$ cat src/rtl/table_pkg.sv
// -----------------------------------------------------------------------------
// table_pkg
// Shared table geometry and scanner state type. The hole drawing objects and
// the pocket scanner both import this package, so the drawn pockets and the
// detected pockets always come from the same coordinate table.
//
// Contents:
//   NUM_HOLES, HOLE_SIZE      hole count and sprite size in pixels
//   HOLE_X / HOLE_Y           hole sprite top-left coordinates
//   scan_state_t              pocket scanner FSM states
//   hole_centre_x/_y          hole centre lookup by hole index
// -----------------------------------------------------------------------------
package table_pkg;

    localparam int NUM_HOLES = 6;
    localparam int HOLE_SIZE = 32;

    localparam logic signed [11:0] HOLE_X [NUM_HOLES] = '{
        12'sd16, 12'sd304, 12'sd592, 12'sd16, 12'sd304, 12'sd592
    };
    localparam logic signed [11:0] HOLE_Y [NUM_HOLES] = '{
        12'sd16, 12'sd16, 12'sd16, 12'sd432, 12'sd432, 12'sd432
    };

    typedef enum logic [2:0] {
        IDLE,
        LOAD,
        SUB,
        SQX,
        SQY,
        CMP,
        EMIT,
        DONE
    } scan_state_t;

    // Out-of-range indices return 0; the scanner never presents one.
    function automatic logic signed [11:0] hole_centre_x(input logic [2:0] idx);
        logic signed [11:0] r;
        r = 12'sd0;
        for (int i = 0; i < NUM_HOLES; i++) begin
            if (idx == 3'(i)) begin
                r = HOLE_X[i] + 12'(HOLE_SIZE / 2);
            end
        end
        return r;
    endfunction

    function automatic logic signed [11:0] hole_centre_y(input logic [2:0] idx);
        logic signed [11:0] r;
        r = 12'sd0;
        for (int i = 0; i < NUM_HOLES; i++) begin
            if (idx == 3'(i)) begin
                r = HOLE_Y[i] + 12'(HOLE_SIZE / 2);
            end
        end
        return r;
    endfunction

endpackage

$ cat src/rtl/dist_sq_unit.sv
// -----------------------------------------------------------------------------
// dist_sq_unit
// Squared-distance datapath for the pocket scanner. One 12x12 multiplier is
// shared between the X and Y terms; the FSM sequences it.
//
// Ports:
//   clk, rst        clock, asynchronous active-high reset
//   clear           register dx/dy from the centre/hole inputs, zero acc
//   sel_x           acc = dx*dx
//   sel_y           acc = acc + dy*dy
//   cx, cy          ball centre (12-bit signed)
//   hx, hy          hole centre (12-bit signed)
//   acc             25-bit squared distance
// -----------------------------------------------------------------------------
module dist_sq_unit (
    input  logic               clk,
    input  logic               rst,
    input  logic               clear,
    input  logic               sel_x,
    input  logic               sel_y,
    input  logic signed [11:0] cx,
    input  logic signed [11:0] cy,
    input  logic signed [11:0] hx,
    input  logic signed [11:0] hy,
    output logic        [24:0] acc
);

    logic signed [11:0] dx;
    logic signed [11:0] dy;
    logic signed [11:0] mul_op;
    logic signed [23:0] product;

    // Squares are always non-negative and below 2^23 for 12-bit operands, so
    // the low 24 bits of the sign-extended product are the exact result.
    always_comb begin
        mul_op  = sel_y ? dy : dx;
        product = 24'(mul_op) * 24'(mul_op);
    end

    always_ff @(posedge clk or posedge rst) begin
        if (rst) begin
            dx  <= '0;
            dy  <= '0;
            acc <= '0;
        end else if (clear) begin
            dx  <= cx - hx;
            dy  <= cy - hy;
            acc <= '0;
        end else if (sel_x) begin
            acc <= {1'b0, product};
        end else if (sel_y) begin
            acc <= acc + {1'b0, product};
        end
    end

endmodule

$ cat src/rtl/pocket_scanner.sv
// -----------------------------------------------------------------------------
// pocket_scanner
// Once per frame, walks every active ball against the six table holes and
// reports each pocketed ball (first matching hole only) as a valid/ready event.
//
// Ports:
//   clk, rst          clock, asynchronous active-high reset
//   start_of_frame    single-cycle pulse that starts a scan
//   ball_x, ball_y    per-ball top-left position, 11-bit signed each
//   ball_active       1 = ball is on the table
//   pocket_valid      pocket event pending (held until pocket_ready)
//   pocket_ready      consumer accepts the event
//   pocket_ball_id    id of the pocketed ball
//   pocket_hole_id    id of the hole, 0..5
//   busy              scan in progress
//   scan_done         single-cycle pulse when a scan completes
//   overrun           single-cycle pulse when start_of_frame arrives while busy
// -----------------------------------------------------------------------------
module pocket_scanner
    import table_pkg::*;
#(
    parameter int NUM_BALLS   = 16,
    parameter int BALL_RADIUS = 8,
    parameter int POCKET_R_SQ = 196
) (
    input  logic                        clk,
    input  logic                        rst,
    input  logic                        start_of_frame,
    input  logic [NUM_BALLS-1:0][10:0]  ball_x,
    input  logic [NUM_BALLS-1:0][10:0]  ball_y,
    input  logic [NUM_BALLS-1:0]        ball_active,
    output logic                        pocket_valid,
    input  logic                        pocket_ready,
    output logic [3:0]                  pocket_ball_id,
    output logic [2:0]                  pocket_hole_id,
    output logic                        busy,
    output logic                        scan_done,
    output logic                        overrun
);

    localparam logic [3:0] LAST_BALL = 4'(NUM_BALLS - 1);
    localparam logic [2:0] LAST_HOLE = 3'(NUM_HOLES - 1);

    scan_state_t        state, state_n;
    logic [3:0]         ball_idx, ball_n;
    logic [2:0]         hole_idx, hole_n;
    logic signed [11:0] cx, cy;
    logic               latch;
    logic               clear, sel_x, sel_y;
    logic [24:0]        acc;
    logic               in_pocket;
    logic               last_ball;

    dist_sq_unit u_dist (
        .clk   (clk),
        .rst   (rst),
        .clear (clear),
        .sel_x (sel_x),
        .sel_y (sel_y),
        .cx    (cx),
        .cy    (cy),
        .hx    (hole_centre_x(hole_idx)),
        .hy    (hole_centre_y(hole_idx)),
        .acc   (acc)
    );

    assign in_pocket = (acc < 25'(POCKET_R_SQ));
    assign last_ball = (ball_idx == LAST_BALL);

    // Next-state and datapath control. A handshake in EMIT skips the remaining
    // holes of that ball, so each ball yields at most one event per scan.
    always_comb begin
        state_n = state;
        ball_n  = ball_idx;
        hole_n  = hole_idx;
        latch   = 1'b0;
        clear   = 1'b0;
        sel_x   = 1'b0;
        sel_y   = 1'b0;
        case (state)
            IDLE: begin
                if (start_of_frame) begin
                    ball_n  = '0;
                    state_n = LOAD;
                end
            end
            LOAD: begin
                if (!ball_active[ball_idx]) begin
                    if (last_ball) begin
                        state_n = DONE;
                    end else begin
                        ball_n = ball_idx + 4'd1;
                    end
                end else begin
                    latch   = 1'b1;
                    hole_n  = '0;
                    state_n = SUB;
                end
            end
            SUB: begin
                clear   = 1'b1;
                state_n = SQX;
            end
            SQX: begin
                sel_x   = 1'b1;
                state_n = SQY;
            end
            SQY: begin
                sel_y   = 1'b1;
                state_n = CMP;
            end
            CMP: begin
                if (in_pocket) begin
                    state_n = EMIT;
                end else if (hole_idx < LAST_HOLE) begin
                    hole_n  = hole_idx + 3'd1;
                    state_n = SUB;
                end else if (last_ball) begin
                    state_n = DONE;
                end else begin
                    ball_n  = ball_idx + 4'd1;
                    state_n = LOAD;
                end
            end
            EMIT: begin
                if (pocket_ready) begin
                    if (last_ball) begin
                        state_n = DONE;
                    end else begin
                        ball_n  = ball_idx + 4'd1;
                        state_n = LOAD;
                    end
                end
            end
            DONE: begin
                state_n = IDLE;
            end
            default: begin
                state_n = IDLE;
            end
        endcase
    end

    // Ball positions are sampled only here, so a ball moving mid-scan is
    // judged at the position it had when its LOAD cycle ran.
    always_ff @(posedge clk or posedge rst) begin
        if (rst) begin
            state    <= IDLE;
            ball_idx <= '0;
            hole_idx <= '0;
            cx       <= '0;
            cy       <= '0;
        end else begin
            state    <= state_n;
            ball_idx <= ball_n;
            hole_idx <= hole_n;
            if (latch) begin
                cx <= {ball_x[ball_idx][10], ball_x[ball_idx]} + 12'(BALL_RADIUS);
                cy <= {ball_y[ball_idx][10], ball_y[ball_idx]} + 12'(BALL_RADIUS);
            end
        end
    end

    // Event ids come straight from the counters, which cannot move while EMIT
    // waits for pocket_ready.
    assign pocket_valid   = (state == EMIT);
    assign pocket_ball_id = ball_idx;
    assign pocket_hole_id = hole_idx;
    assign busy           = (state != IDLE);
    assign scan_done      = (state == DONE);
    assign overrun        = start_of_frame && (state != IDLE);

endmodule

$ cat config.mk
export PLATFORM = sky130hd
export DESIGN_NAME = pocket_scanner
export DESIGN_NICKNAME = d
export VERILOG_FILES = /design/src/rtl/table_pkg.sv /design/src/rtl/dist_sq_unit.sv /design/src/rtl/pocket_scanner.sv
export SDC_FILE = /design/constraint.sdc
export NUM_CORES = 1
export LEC_CHECK = 0
export ABC_CLOCK_PERIOD_IN_PS = 18500
export BUFFER_PORTS_ARGS = -buffer_cell sky130_fd_sc_hd__buf_2
export CORE_MARGIN = 4
export CORE_UTILIZATION = 60
export CTS_CLUSTER_DIAMETER = 30
export CTS_CLUSTER_SIZE = 10
export DETAILED_ROUTE_END_ITERATION = 8
export PLACE_DENSITY = 0.95
export SLEW_MARGIN = 20
export SYNTH_ARGS = -nofsm -noshare
export SYNTH_HDL_FRONTEND = slang
export SYNTH_HIERARCHICAL = 1
export SYNTH_SLANG_ARGS = --single-unit
export TNS_END_PERCENT = 100
$ cat constraint.sdc
create_clock -name clk -period 18.5 [get_ports clk]
set_input_delay 3.7 -clock clk [delete_from_list [all_inputs] [get_ports clk]]
set_output_delay 3.7 -clock clk [all_outputs]
set_load 0.01 [all_outputs]
# ---- Word-level counts from Yosys, hierarchy flattened
# Index checks and enable logic that the tools add are counted.
dict set report op_classes {
  reduce_logical 10
  n_eq_ne 21
  n_mul 1
  n_mux 45
  n_lt_le_gt_ge 3
  n_addsub 7
}
# cell n
set op_table {}
lappend op_table {{12-bit 2-to-1 mux} 10}
lappend op_table {{11-bit binary-select mux with 4-bit select} 2}
lappend op_table {{25-bit 2-to-1 mux} 3}
lappend op_table {{3-bit 2-to-1 mux} 10}
lappend op_table {{25-bit by 24-bit adder with 25-bit output} 1}
lappend op_table {{25-bit by 8-bit < comparator with 1-bit output (second input constant)} 1}
lappend op_table {{11-bit by 5-bit adder with 12-bit output (second input constant)} 2}
lappend op_table {{12-bit by 12-bit multiplier with 24-bit output} 1}
lappend op_table {{4-bit 2-to-1 mux} 6}
lappend op_table {{3-bit case mux with 8 select lines} 1}
lappend op_table {{12-bit subtractor} 2}
lappend op_table {{11-bit 2-to-1 mux} 2}
lappend op_table {{3-bit == test (second input constant)} 6}
lappend op_table {{4-bit case mux with 4 select lines} 1}
lappend op_table {{3-bit by 2-bit == test with 1-bit output (second input constant)} 4}
lappend op_table {{2-bit inequality test (second input constant)} 6}
lappend op_table {{9-bit 2-to-1 mux} 1}
lappend op_table {{3-bit by 1-bit == test with 1-bit output (second input constant)} 2}
lappend op_table {{3-bit zero test} 2}
lappend op_table {{1-bit 2-to-1 mux} 6}
lappend op_table {{6-bit 2-to-1 mux} 1}
lappend op_table {{3-bit case mux with 2 select lines} 1}
lappend op_table {{6-bit AND reduction} 1}
lappend op_table {{3-bit nonzero test} 2}
lappend op_table {{other kinds (13)} 13}
dict set report totals {
  in_bits 372
  regBits 83
  out_inout_bits 11
}

# ---- Logic depth before layout (Yosys ltp)
dict set report depth {
  ltp_word 8
  ltp_mapped 36
  depth_no_buf 33
}

# ---- By module
# The synthesis kept the hierarchy.
# module cells_each area_each_um2 instances
set modules_own_cells {}
lappend modules_own_cells {dist_sq_unit 1091 9344.0 1}
lappend modules_own_cells {pocket_scanner 490 5156.2 1}

# ---- Least setup slack after synthesis
# OpenSTA, ideal clock, no wires.
dict set report synth_path {
  path_type {register to register}
  start {register state[2]}
  end {register u_dist.acc[23]}
  path_stages_with_launch 33
  arrival_ps 7971
  period_less_slack_ps 8072
  setup_slack_ps 10428
  setup_time_ps 101
  n_path_buf 4
  path_cell_list {dfrtp_1 > clkbuf_1 > inv_1 > nor3_1 > buf_2 > buf_1 > mux2i_1 > clkbuf_1 > nor2_1 > fa_1 > inv_1 > fa_1 > inv_1 > fa_1 > fa_1 > inv_1 > fa_1 > inv_1 > ha_1 > a21oi_1 > o21bai_1 > a21o_1 > a31oi_1 > nand3_2 > a31o_2 > a21oi_1 > xnor2_1 > ha_1 > a21o_1 > a311oi_1 > a31oi_1 > a2111o_1 > nor4_1}
}
dict set report synth_via {
  elab_chain_cells 8
  elab_cells_between_ends 13
}
# item line_no
set synth_rtl {}
lappend synth_rtl {{start, declared} pocket_scanner.sv:44} ;# scan_state_t state, state_n;
lappend synth_rtl {{start signal, assigned} pocket_scanner.sv:154} ;# state <= state_n;
lappend synth_rtl {{3-bit == test (*)} pocket_scanner.sv:80} ;# case (state)
lappend synth_rtl {{1-bit 2-to-1 mux (*)} pocket_scanner.sv:80}
lappend synth_rtl {{named net sel_y} pocket_scanner.sv:49} ;# logic clear, sel_x, sel_y;
lappend synth_rtl {{12-bit 2-to-1 mux} dist_sq_unit.sv:36} ;# mul_op = sel_y ? dy : dx;
lappend synth_rtl {{12-bit by 12-bit multiplier with 24-bit output} dist_sq_unit.sv:37} ;# product = 24'(mul_op) * 24'(mul_op);
lappend synth_rtl {{25-bit by 24-bit adder with 25-bit output} dist_sq_unit.sv:52} ;# acc <= acc + {1'b0, product};
lappend synth_rtl {{25-bit 2-to-1 mux} dist_sq_unit.sv:51} ;# end else if (sel_y) begin
lappend synth_rtl {{25-bit 2-to-1 mux} dist_sq_unit.sv:49} ;# end else if (sel_x) begin
lappend synth_rtl {{25-bit 2-to-1 mux} dist_sq_unit.sv:45} ;# end else if (clear) begin
lappend synth_rtl {{end signal, assigned} dist_sq_unit.sv:50} ;# acc <= {1'b0, product};
lappend synth_rtl {{end signal, assigned} dist_sq_unit.sv:52}
lappend synth_rtl {{end, declared} dist_sq_unit.sv:25} ;# output logic [24:0] acc
# The timed path passes the listed nets; every way through them passes the cells marked *. The select of a mux whose other input is x is not followed.
# A chain may end at the register's enable or synchronous reset.

# ---- Final worst setup path
# Same ends and word-level chain as after synthesis.

==> results_dict.tcl <==
set metrics [dict create \
    clk_pin_slew_worst_paths_ps 70 \
    drv_cap 0 \
    synth_ff_type "dfrtp_1" \
    status "completed" \
    clock_skew_ps 11.5 \
    coreArea_um2 23600 \
    cts_setup_buffers 0 \
    io_buffers 382 \
    ys_ff_latch 83 \
    initial_core_util_pct 61.4 \
    synth_edf_count 0 \
    final_hold_viol_count 0 \
    seq_area_frac_synth_pct 14.3 \
    min_path_type "register to register" \
    cts_root_buffer "clkbuf_16" \
    rsz0062_at_grt "no" \
    relSlewSlack_pct 28.8 \
    yosys.area.top_type "fa_1" \
    max_freq_mhz 109 \
    drtPass1Iterations 5 \
    crit_type "register to register" \
    clock_latency_ps 360 \
    antenna_found_initial 3 \
    max_stage_delay_ps 740 \
    cts.sinks 83 \
    setup_tns_ps 0 \
    areaGrowthSynthToFinish_pct 17.0 \
    finalCritPeriodShare_pct 49.5 \
    async_reset_ff_share_pct 100 \
    crit_arrival_ps 9420 \
    wl_per_cell_um 22.6 \
    viasPerCell 6.18 \
    grt_pass1_vias 14500 \
    groute.usage.overall_pct 38.2 \
    grt_pass1_wl_um 78700 \
    antenna_left 0 \
    post_cts_resized 0 \
    tightest_slew_ps 1040 \
    fin_crit_ps 9160 \
    cp_data_required_time_ps 18760 \
    netlist_instances 1581 \
    die_h_um 163 \
    vias 14000 \
    netlist_area_um2 14500 \
    ios 383 \
    cts_buffers 9 \
    ys_warn_count 6 \
    fillers 1756 \
    die_w_um 163 \
    holdBufCountCts 0 \
    worstSetupStartpointType "register" \
    wl_um 51100 \
    die_area_um2 26700 \
    setup_violations 0 \
    dp_hpwl_um 42700 \
    ys_top_cells_by_count "inv_1, nand2_1, fa_1, nor2_1, ha_1" \
    synthDominantCellAreaShare_pct 17.3 \
    cts_tree "yes" \
    cts_buffer_depth 2 \
    synth_most_common_cell "inv_1" \
    ys_top_cells_by_area "fa_1, dfrtp_1, mux4_2, ha_1, inv_1" \
    worst_path_max_delay_cell "fa_1" \
    yosys.cell_types.count 86 \
    drv_slew 0 \
    rows 56 \
    nNetsFinal 2549 \
    drt-initial-drc-count 1421 \
    ctsHtreeMaxLevel 3 \
    worst-path-max-fanout 44 \
    gp_congestion 1.04 \
    grt_overflow 0 \
    drive_above_1_share_pct 27.1 \
    avgSynthCellArea_um2 9.17 \
    cp_common_cell "inv_1" \
    final_cells 2268 \
    grt_max_degree 50 \
    dp_cells 2251 \
    worstSetupEndpointType "register" \
    drc_errors 0 \
]
## logic make-up (layout without fill, tap and decap cells)
logic type	Yosys count	count (layout)	synth area share [%]
xor gates and xnor gates	61	61	3.74
adders and majority gates	234	234	26.7
DFF	83	83	14.3
and+or+nand+nor	408	408	12.9
buffers and inverters	321	671	9.23
AOI/OAI and AO/OA	294	294	13.3
muxes	179	179	19.8
other	1	19	0.0259
## per-layer routing
| layer | vias to the layer above | global-route usage [%] | share of wire, % |
|---|---|---|---|
| met5 | - | 0 | 0.057 |
| met4 | 4 | 10.8 | 2.9 |
| met3 | 127 | 8.05 | 9.6 |
| met2 | 792 | 63.6 | 48 |
| met1 | 6901 | 50.8 | 39 |
| li1 | 6191 | - | - |
## sequential cells by signal, indices dropped and copies added, names as in the netlist
| register | count |
|---|---|
| u_dist/dx | 12 |
| u_dist/dy | 12 |
| state | 3 |
| pocket_ball_id | 4 |
| cx | 12 |
| cy | 12 |
| pocket_hole_id | 3 |
| u_dist/acc | 25 |
## critical path: cells and delay by family, from the launching register on
kind,cells,cell delay (ps)
flip-flops,1,500
AND/OR/NAND/NOR,5,960
AO/OA/AOI/OAI,8,1750
adder cells (fa/ha/maj),7,3350
XOR/XNOR,1,190
multiplexers,1,700
buffers and inverters,9,1570
## layout make-up
type | instances | area (um2) | share of cell area [%]
multi-input combinational | 1194 | 11200 | 65.7
sequential | 83 | 2090 | 12.3
timing repair buffer | 394 | 2000 | 11.8
inverter | 261 | 981 | 5.78
tap | 319 | 399 | 2.35
clock buffer | 10 | 229 | 1.35
clock inverter | 6 | 114 | 0.671
antenna | 1 | 2.50 | 0.0147
## worst paths after layout
path / start / to / slack (ps) / cells after the start
max in group asynchronous: rst / u_dist/dy[9] / 14400 / 2
worst min-delay path: cx[0] / cx[0] / 470 / 2
worst max-delay path: state[2] / u_dist/acc[23] / 9340 / 31
worst min register to register: cx[0] / cx[0] / 470 / 2
min in group asynchronous: rst / state[2] / 3470 / 3
worst max register to register: state[2] / u_dist/acc[23] / 9340 / 31
## layout by cell type (no fill, tap or decap), types with 18 or more instances in the layout
master	Yosys	final
a21o_1	24	24
a21oi_1	91	91
buf_2	17	382
conb_1	1	18
dfrtp_1	83	80
fa_1	125	125
ha_1	109	109
inv_1	258	256
mux2_2	29	29
mux2i_1	70	70
mux4_2	68	68
nand2_1	141	141
nand3_1	30	30
nor2_1	123	123
nor3_1	26	25
o21ai_0	47	47
xnor2_1	45	45
## through the flow
stage          instance area (um2)  util (%)  hold slack, ps  setup WS (ps)
6_report                     17000      71.9             474           9340
5_1_grt                      17000      71.9             502           8790
4_1_cts                      17000      71.8             474           9520
3_5_place_dp                 16600      70.4             461           9550
3_3_place_gp                 16600      70.4             454          10020
2_1_floorplan                14600         -             439          10430
Power is left out: the tool's default activity adds up to more than one toggle a clock period on the data nets, which glitch-free logic cannot reach.
